--- src/rtl/capture_arb_pkg.sv ---
// Shared types and constants for the capture arbiter: FSM state encoding,
// statistics counter width and requester index width helper.
package capture_arb_pkg;

  typedef enum logic [1:0] {
    IDLE    = 2'd0,
    SETTLE  = 2'd1,
    CAPTURE = 2'd2
  } state_e;

  localparam int unsigned CAP_COUNT_W  = 16;
  localparam int unsigned SETTLE_CNT_W = 8;

  // Index width for n requesters, never below one bit.
  function automatic int unsigned idx_width(input int unsigned n);
    return (n > 2) ? $clog2(n) : 1;
  endfunction

endpackage

--- src/rtl/rr_pick.sv ---
// Combinational round-robin picker: first asserted request at or after ptr,
// wrapping at NREQ, reported as index and one-hot.
module rr_pick
  import capture_arb_pkg::*;
#(
  parameter int unsigned NREQ = 4,
  parameter int unsigned IW   = idx_width(NREQ)
) (
  input  logic [NREQ-1:0] req,
  input  logic [IW-1:0]   ptr,
  output logic            valid,
  output logic [IW-1:0]   winner,
  output logic [NREQ-1:0] onehot
);

  logic [IW-1:0] idx_w;

  always_comb begin
    valid  = 1'b0;
    winner = '0;
    onehot = '0;
    idx_w  = '0;
    for (int unsigned i = 0; i < NREQ; i++) begin
      idx_w = IW'((32'(ptr) + i) % NREQ);
      if (!valid && req[idx_w]) begin
        valid         = 1'b1;
        winner        = idx_w;
        onehot[idx_w] = 1'b1;
      end
    end
  end

endmodule

--- src/rtl/capture_arbiter.sv ---
// Round-robin arbiter granting one requester a settle window, then capturing
// its data into a shared register. Define CAPTURE_ARB_STATS_EN to add cap_count.
module capture_arbiter
  import capture_arb_pkg::*;
#(
  parameter  int unsigned NREQ       = 4,
  parameter  int unsigned DW         = 8,
  parameter  int unsigned SETTLE_CYC = 3,
  localparam int unsigned IW         = idx_width(NREQ)
) (
  input  logic               clk,
  input  logic               reset,
  input  logic [NREQ-1:0]    req,
  input  logic [NREQ*DW-1:0] din,
  output logic [NREQ-1:0]    grant,
  output logic               cap_en,
  output logic [DW-1:0]      q,
  output logic               done,
  output logic [IW-1:0]      done_id,
  output logic               busy
`ifdef CAPTURE_ARB_STATS_EN
  ,
  output logic [CAP_COUNT_W-1:0] cap_count
`endif
);

  state_e                  state_q, state_d;
  logic [NREQ-1:0]         grant_q, grant_d;
  logic                    cap_en_q, cap_en_d;
  logic                    done_q, done_d;
  logic [IW-1:0]           done_id_q, done_id_d;
  logic [IW-1:0]           ptr_q, ptr_d;
  logic [IW-1:0]           winner_q, winner_d;
  logic [DW-1:0]           q_q, q_d;
  logic [SETTLE_CNT_W-1:0] cnt_q, cnt_d;

  logic                    pick_valid;
  logic [IW-1:0]           pick_idx;
  logic [NREQ-1:0]         pick_onehot;
  logic [DW-1:0]           win_data;

  rr_pick #(
    .NREQ (NREQ),
    .IW   (IW)
  ) u_pick (
    .req    (req),
    .ptr    (ptr_q),
    .valid  (pick_valid),
    .winner (pick_idx),
    .onehot (pick_onehot)
  );

  always_comb begin
    win_data = '0;
    for (int unsigned i = 0; i < NREQ; i++) begin
      if (winner_q == IW'(i)) win_data = din[i*DW +: DW];
    end
  end

  always_ff @(posedge clk) begin
    if (reset) begin
      state_q   <= IDLE;
      grant_q   <= '0;
      cap_en_q  <= 1'b0;
      done_q    <= 1'b0;
      done_id_q <= '0;
      ptr_q     <= '0;
      winner_q  <= '0;
      q_q       <= '0;
      cnt_q     <= '0;
    end else begin
      state_q   <= state_d;
      grant_q   <= grant_d;
      cap_en_q  <= cap_en_d;
      done_q    <= done_d;
      done_id_q <= done_id_d;
      ptr_q     <= ptr_d;
      winner_q  <= winner_d;
      q_q       <= q_d;
      cnt_q     <= cnt_d;
    end
  end

  always_comb begin
    state_d   = state_q;
    grant_d   = grant_q;
    cap_en_d  = 1'b0;
    done_d    = 1'b0;
    done_id_d = done_id_q;
    ptr_d     = ptr_q;
    winner_d  = winner_q;
    q_d       = q_q;
    cnt_d     = cnt_q;
    unique case (state_q)
      IDLE: begin
        grant_d = '0;
        if (pick_valid) begin
          state_d  = SETTLE;
          grant_d  = pick_onehot;
          winner_d = pick_idx;
          cnt_d    = SETTLE_CNT_W'(SETTLE_CYC - 1);
        end
      end
      SETTLE: begin
        // Abort has priority over the counter reaching zero.
        if (!(|(req & grant_q))) begin
          state_d = IDLE;
          grant_d = '0;
          cnt_d   = '0;
        end else if (cnt_q == '0) begin
          state_d  = CAPTURE;
          cap_en_d = 1'b1;
        end else begin
          cnt_d = cnt_q - SETTLE_CNT_W'(1);
        end
      end
      CAPTURE: begin
        state_d   = IDLE;
        grant_d   = '0;
        done_d    = 1'b1;
        done_id_d = winner_q;
        q_d       = win_data;
        ptr_d     = (winner_q == IW'(NREQ - 1)) ? '0 : winner_q + IW'(1);
      end
      default: begin
        state_d = IDLE;
        grant_d = '0;
      end
    endcase
  end

  assign grant   = grant_q;
  assign cap_en  = cap_en_q;
  assign q       = q_q;
  assign done    = done_q;
  assign done_id = done_id_q;
  assign busy    = (state_q != IDLE);

`ifdef CAPTURE_ARB_STATS_EN
  logic [CAP_COUNT_W-1:0] cap_count_q;

  always_ff @(posedge clk) begin
    if (reset) cap_count_q <= '0;
    else if (cap_en_q) cap_count_q <= cap_count_q + CAP_COUNT_W'(1);
  end

  assign cap_count = cap_count_q;
`endif

endmodule

--- config.mk ---
export PLATFORM = sky130hd
export DESIGN_NAME = capture_arbiter
export DESIGN_NICKNAME = d
export VERILOG_FILES = /design/src/rtl/capture_arb_pkg.sv /design/src/rtl/rr_pick.sv /design/src/rtl/capture_arbiter.sv
export SDC_FILE = /design/constraint.sdc
export NUM_CORES = 1
export LEC_CHECK = 0
export ABC_CLOCK_PERIOD_IN_PS = 3400
export CAP_MARGIN = 15
export CORE_ASPECT_RATIO = 0.75
export CORE_MARGIN = 2
export CORE_UTILIZATION = 49
export DETAILED_ROUTE_END_ITERATION = 8
export PLACE_DENSITY_LB_ADDON = 0.05
export SYNTH_ARGS = -nofsm -noshare
export SYNTH_HDL_FRONTEND = slang
export SYNTH_SLANG_ARGS = --single-unit
--- constraint.sdc ---
create_clock -name clk -period 3.4 [get_ports clk]
set_input_delay 0.34 -clock clk [delete_from_list [all_inputs] [get_ports clk]]
set_output_delay 0.34 -clock clk [all_outputs]
set_load 0.02 [all_outputs]
==> results.yml <==
finish:
  nFillCells: 340
  area_delta_synth_final_pct: 29.66
  num_antenna_cells: 0
  fin_cells: 358
  layout.nets: 353
  drive_above_1_share: 0.08911
global_routing:
  antenna_found_initial: 0
  grt_pass1_wl_um: 8921
  grtUsageTotal: 0.2364
  grt_overflow: 0
  grt_max_degree: 20
  grt_pass1_vias: 1845
hold_path:
  hp-class: "reg2reg"
floorplan:
  ioPinCount: 55
  core_area_sq_um: 4129
  die_h_um: 61.50
  die_w_um: 80.66
  rows: 20
  initial_utilization: 0.5230
  die-area_sq_um: 4960
critical_path:
  cp_slowest_cell: "mux4_2"
  crit_fanout: 11
  cp_num_buf_inv: 1
  crit_path_end_kind: "flop"
  slowest_delay_ns: 0.65
  crit_arrival_ns: 2.97
  cp_top_family: "multiplexers"
  worst_setup_path_start_kind: "flop"
  path_cells: "inv_1 -> ha_1 -> mux4_2 -> or3_1 -> a211oi_2 -> o2bb2ai_1 -> a22o_1"
  critical_path_class: "reg2reg"
  cp.required_ns: 3.63
sta:
  rsz0062_at_grt: "no"
  finalSetupViolations: 0
  period_needed_ns: 2.740
  clock_skew_ns: 0.005067
  slew_headroom: 0.6243
  fmax_mhz: 365.0
  worstMarginPinSlew_ns: 0.5592
  slew_violations: 0
  period_share: 0.8058
  setup_tns_ns: 0
  hold_viol_final: 0
detailed_routing:
  vias: 2066
  viasPerCell: 5.771
  wl_per_cell_um: 15.05
  ant_nets: 0
  drt-initial-drc-count: 127
  drc: 0
  totalWireLength_um: 5387
  firstDrtPassIters: 4
yosys:
  syn-cell-area_sq_um: 2160
  ys_seq_elements: 30
  syn-num-nets: 307
  synthCells: 256
  yosys.cell_types.count: 51
  seq_area_frac_synth: 0.2781
  synth_edf_count: 0
  synthFlopType: "dfxtp_1"
  ys_warn_count: 0
  ys_async_sr_fraction: 0
  synth.avg_cell_area_sq_um: 8.436
pwr:
  p_leak_nw: 1.134
  p_per_area_nw_per_um2: 360.0
  peakVddDrop_v: 0.0002745
clock_network:
  h-tree-depth: 2
  cts_resized: 0
  post_cts_buffers: 0
  clk_pin_slew_worst_paths_ns: 0.07
  cts_buffers: 5
  cts_hold_buffers: 0
  cts_sinks: 30
  insertion_delay_ns: 0.28
  root_buffer: "clkbuf_8"
  clock_path_buffers: 2
  cts_tree: "built"
run:
  drv_cap: 0
placement:
  hpwlAfterDp_um: 4090
  gp_congestion: 0.9185
  dp.cells: 350
  portBuffers: 54
run_status:
  outcome: "finished clean"
[per-stage QoR]
step | instance area (sq um) | utilization | hold WS, ns | total power, mW | setup slack, ns
2_1_floorplan | 2160 | - | 0.4520 | 0.6156 | 0.4768
3_3_place_gp | 2705 | 0.6552 | 0.4488 | 0.7078 | 0.7036
3_5_place_dp | 2705 | 0.6552 | 0.4521 | 0.7111 | 0.6437
4_1_cts | 2800 | 0.6782 | 0.4633 | 1.014 | 0.6707
5_1_grt | 2800 | 0.6782 | 0.4877 | 1.066 | 0.5036
6_report | 2800 | 0.6782 | 0.4589 | 1.008 | 0.6601
[worst paths after layout]
kind	from	to	slack [ns]	cells past startpoint
worst max-delay path	ptr_q[1]	grant[3]	0.66	7
worst min-delay path	done_id[0]	done_id[0]	0.46	2
worst max register to register	ptr_q[1]	grant[3]	0.66	7
worst min register to register	done_id[0]	done_id[0]	0.46	2
[tightest hold or removal path, delay by kind of cell, from the launching register on]
family          cells  cell delay, ns
flops               1            0.31
simple gates        1            0.05
compound gates      1            0.05
[synth_stat cells (all sizes together), types with 6 or more instances]
cell | count | area share
inv | 11 | 0.019
dfxtp | 30 | 0.28
or4 | 7 | 0.026
nor3 | 10 | 0.025
o31ai | 6 | 0.021
ha | 13 | 0.075
buf | 9 | 0.028
nand3b | 8 | 0.028
clkbuf | 12 | 0.023
a21oi | 28 | 0.065
nor2 | 12 | 0.028
a22o | 6 | 0.024
nand2 | 28 | 0.049
a221oi | 6 | 0.024
nor2b | 10 | 0.029
o211ai | 8 | 0.028
o211a | 8 | 0.037
[routing by layer]
metal | up-vias | share of wire | track usage
li1 | 1044 | - | -
met1 | 954 | 0.52 | 0.3539
met3 | 7 | 0.056 | 0.05279
met4 | 0 | 0.0089 | 0.05811
met2 | 61 | 0.41 | 0.3452
met5 | - | 0 | 0
[registers in the layout, summed over array words and instances (netlist names)]
signal    cells
ptr_q         2
cnt_q         8
done          1
cap_en        1
grant         4
q             8
done_id       2
winner_q      2
state_q       2
[layout make-up]
class | instances | area [sq um] | share of cell area
flip-flops and latches | 30 | 600.6 | 0.2145
well taps | 55 | 68.82 | 0.02458
clock buffers | 6 | 82.58 | 0.02949
repair buffers | 60 | 585.6 | 0.2091
clock inverters | 2 | 12.51 | 0.004468
inverters | 11 | 41.29 | 0.01475
multi-input cells | 194 | 1409 | 0.5031
[cells in the final DEF (no fill, tap or decap), drive strengths merged, types with 4 or more instances in the layout]
master / Yosys / final
mux2i: 5 / 5
clkdlybuf4s50: 0 / 54
nor2: 12 / 12
nor2b: 10 / 10
or3: 4 / 4
o211a: 8 / 8
ha: 13 / 13
nor3: 10 / 10
o2bb2ai: 4 / 4
o211ai: 8 / 8
o21ai: 5 / 5
nand2: 28 / 28
dfxtp: 30 / 30
nand3b: 8 / 8
buf: 9 / 6
inv: 11 / 11
a221oi: 6 / 6
clkbuf: 12 / 6
or4: 7 / 7
a21oi: 28 / 28
a22o: 6 / 6
o31ai: 6 / 6
[cell families after synthesis]
family / Yosys count / synth area share
DFF: 30 / 0.2781
buffers and inverters: 32 / 0.06952
and+or+nand+nor: 87 / 0.2254
AOI/OAI and AO/OA: 85 / 0.2920
adders and majority gates: 13 / 0.07532
muxes: 9 / 0.05967
[report_power, final]
part,internal (mW),switching (mW),leakage [nW]
sequential,0.371,0.0193,0.244
clock,0.162,0.140,0.0472
combinational,0.155,0.161,0.843
(Power assumes the default switching activity.)
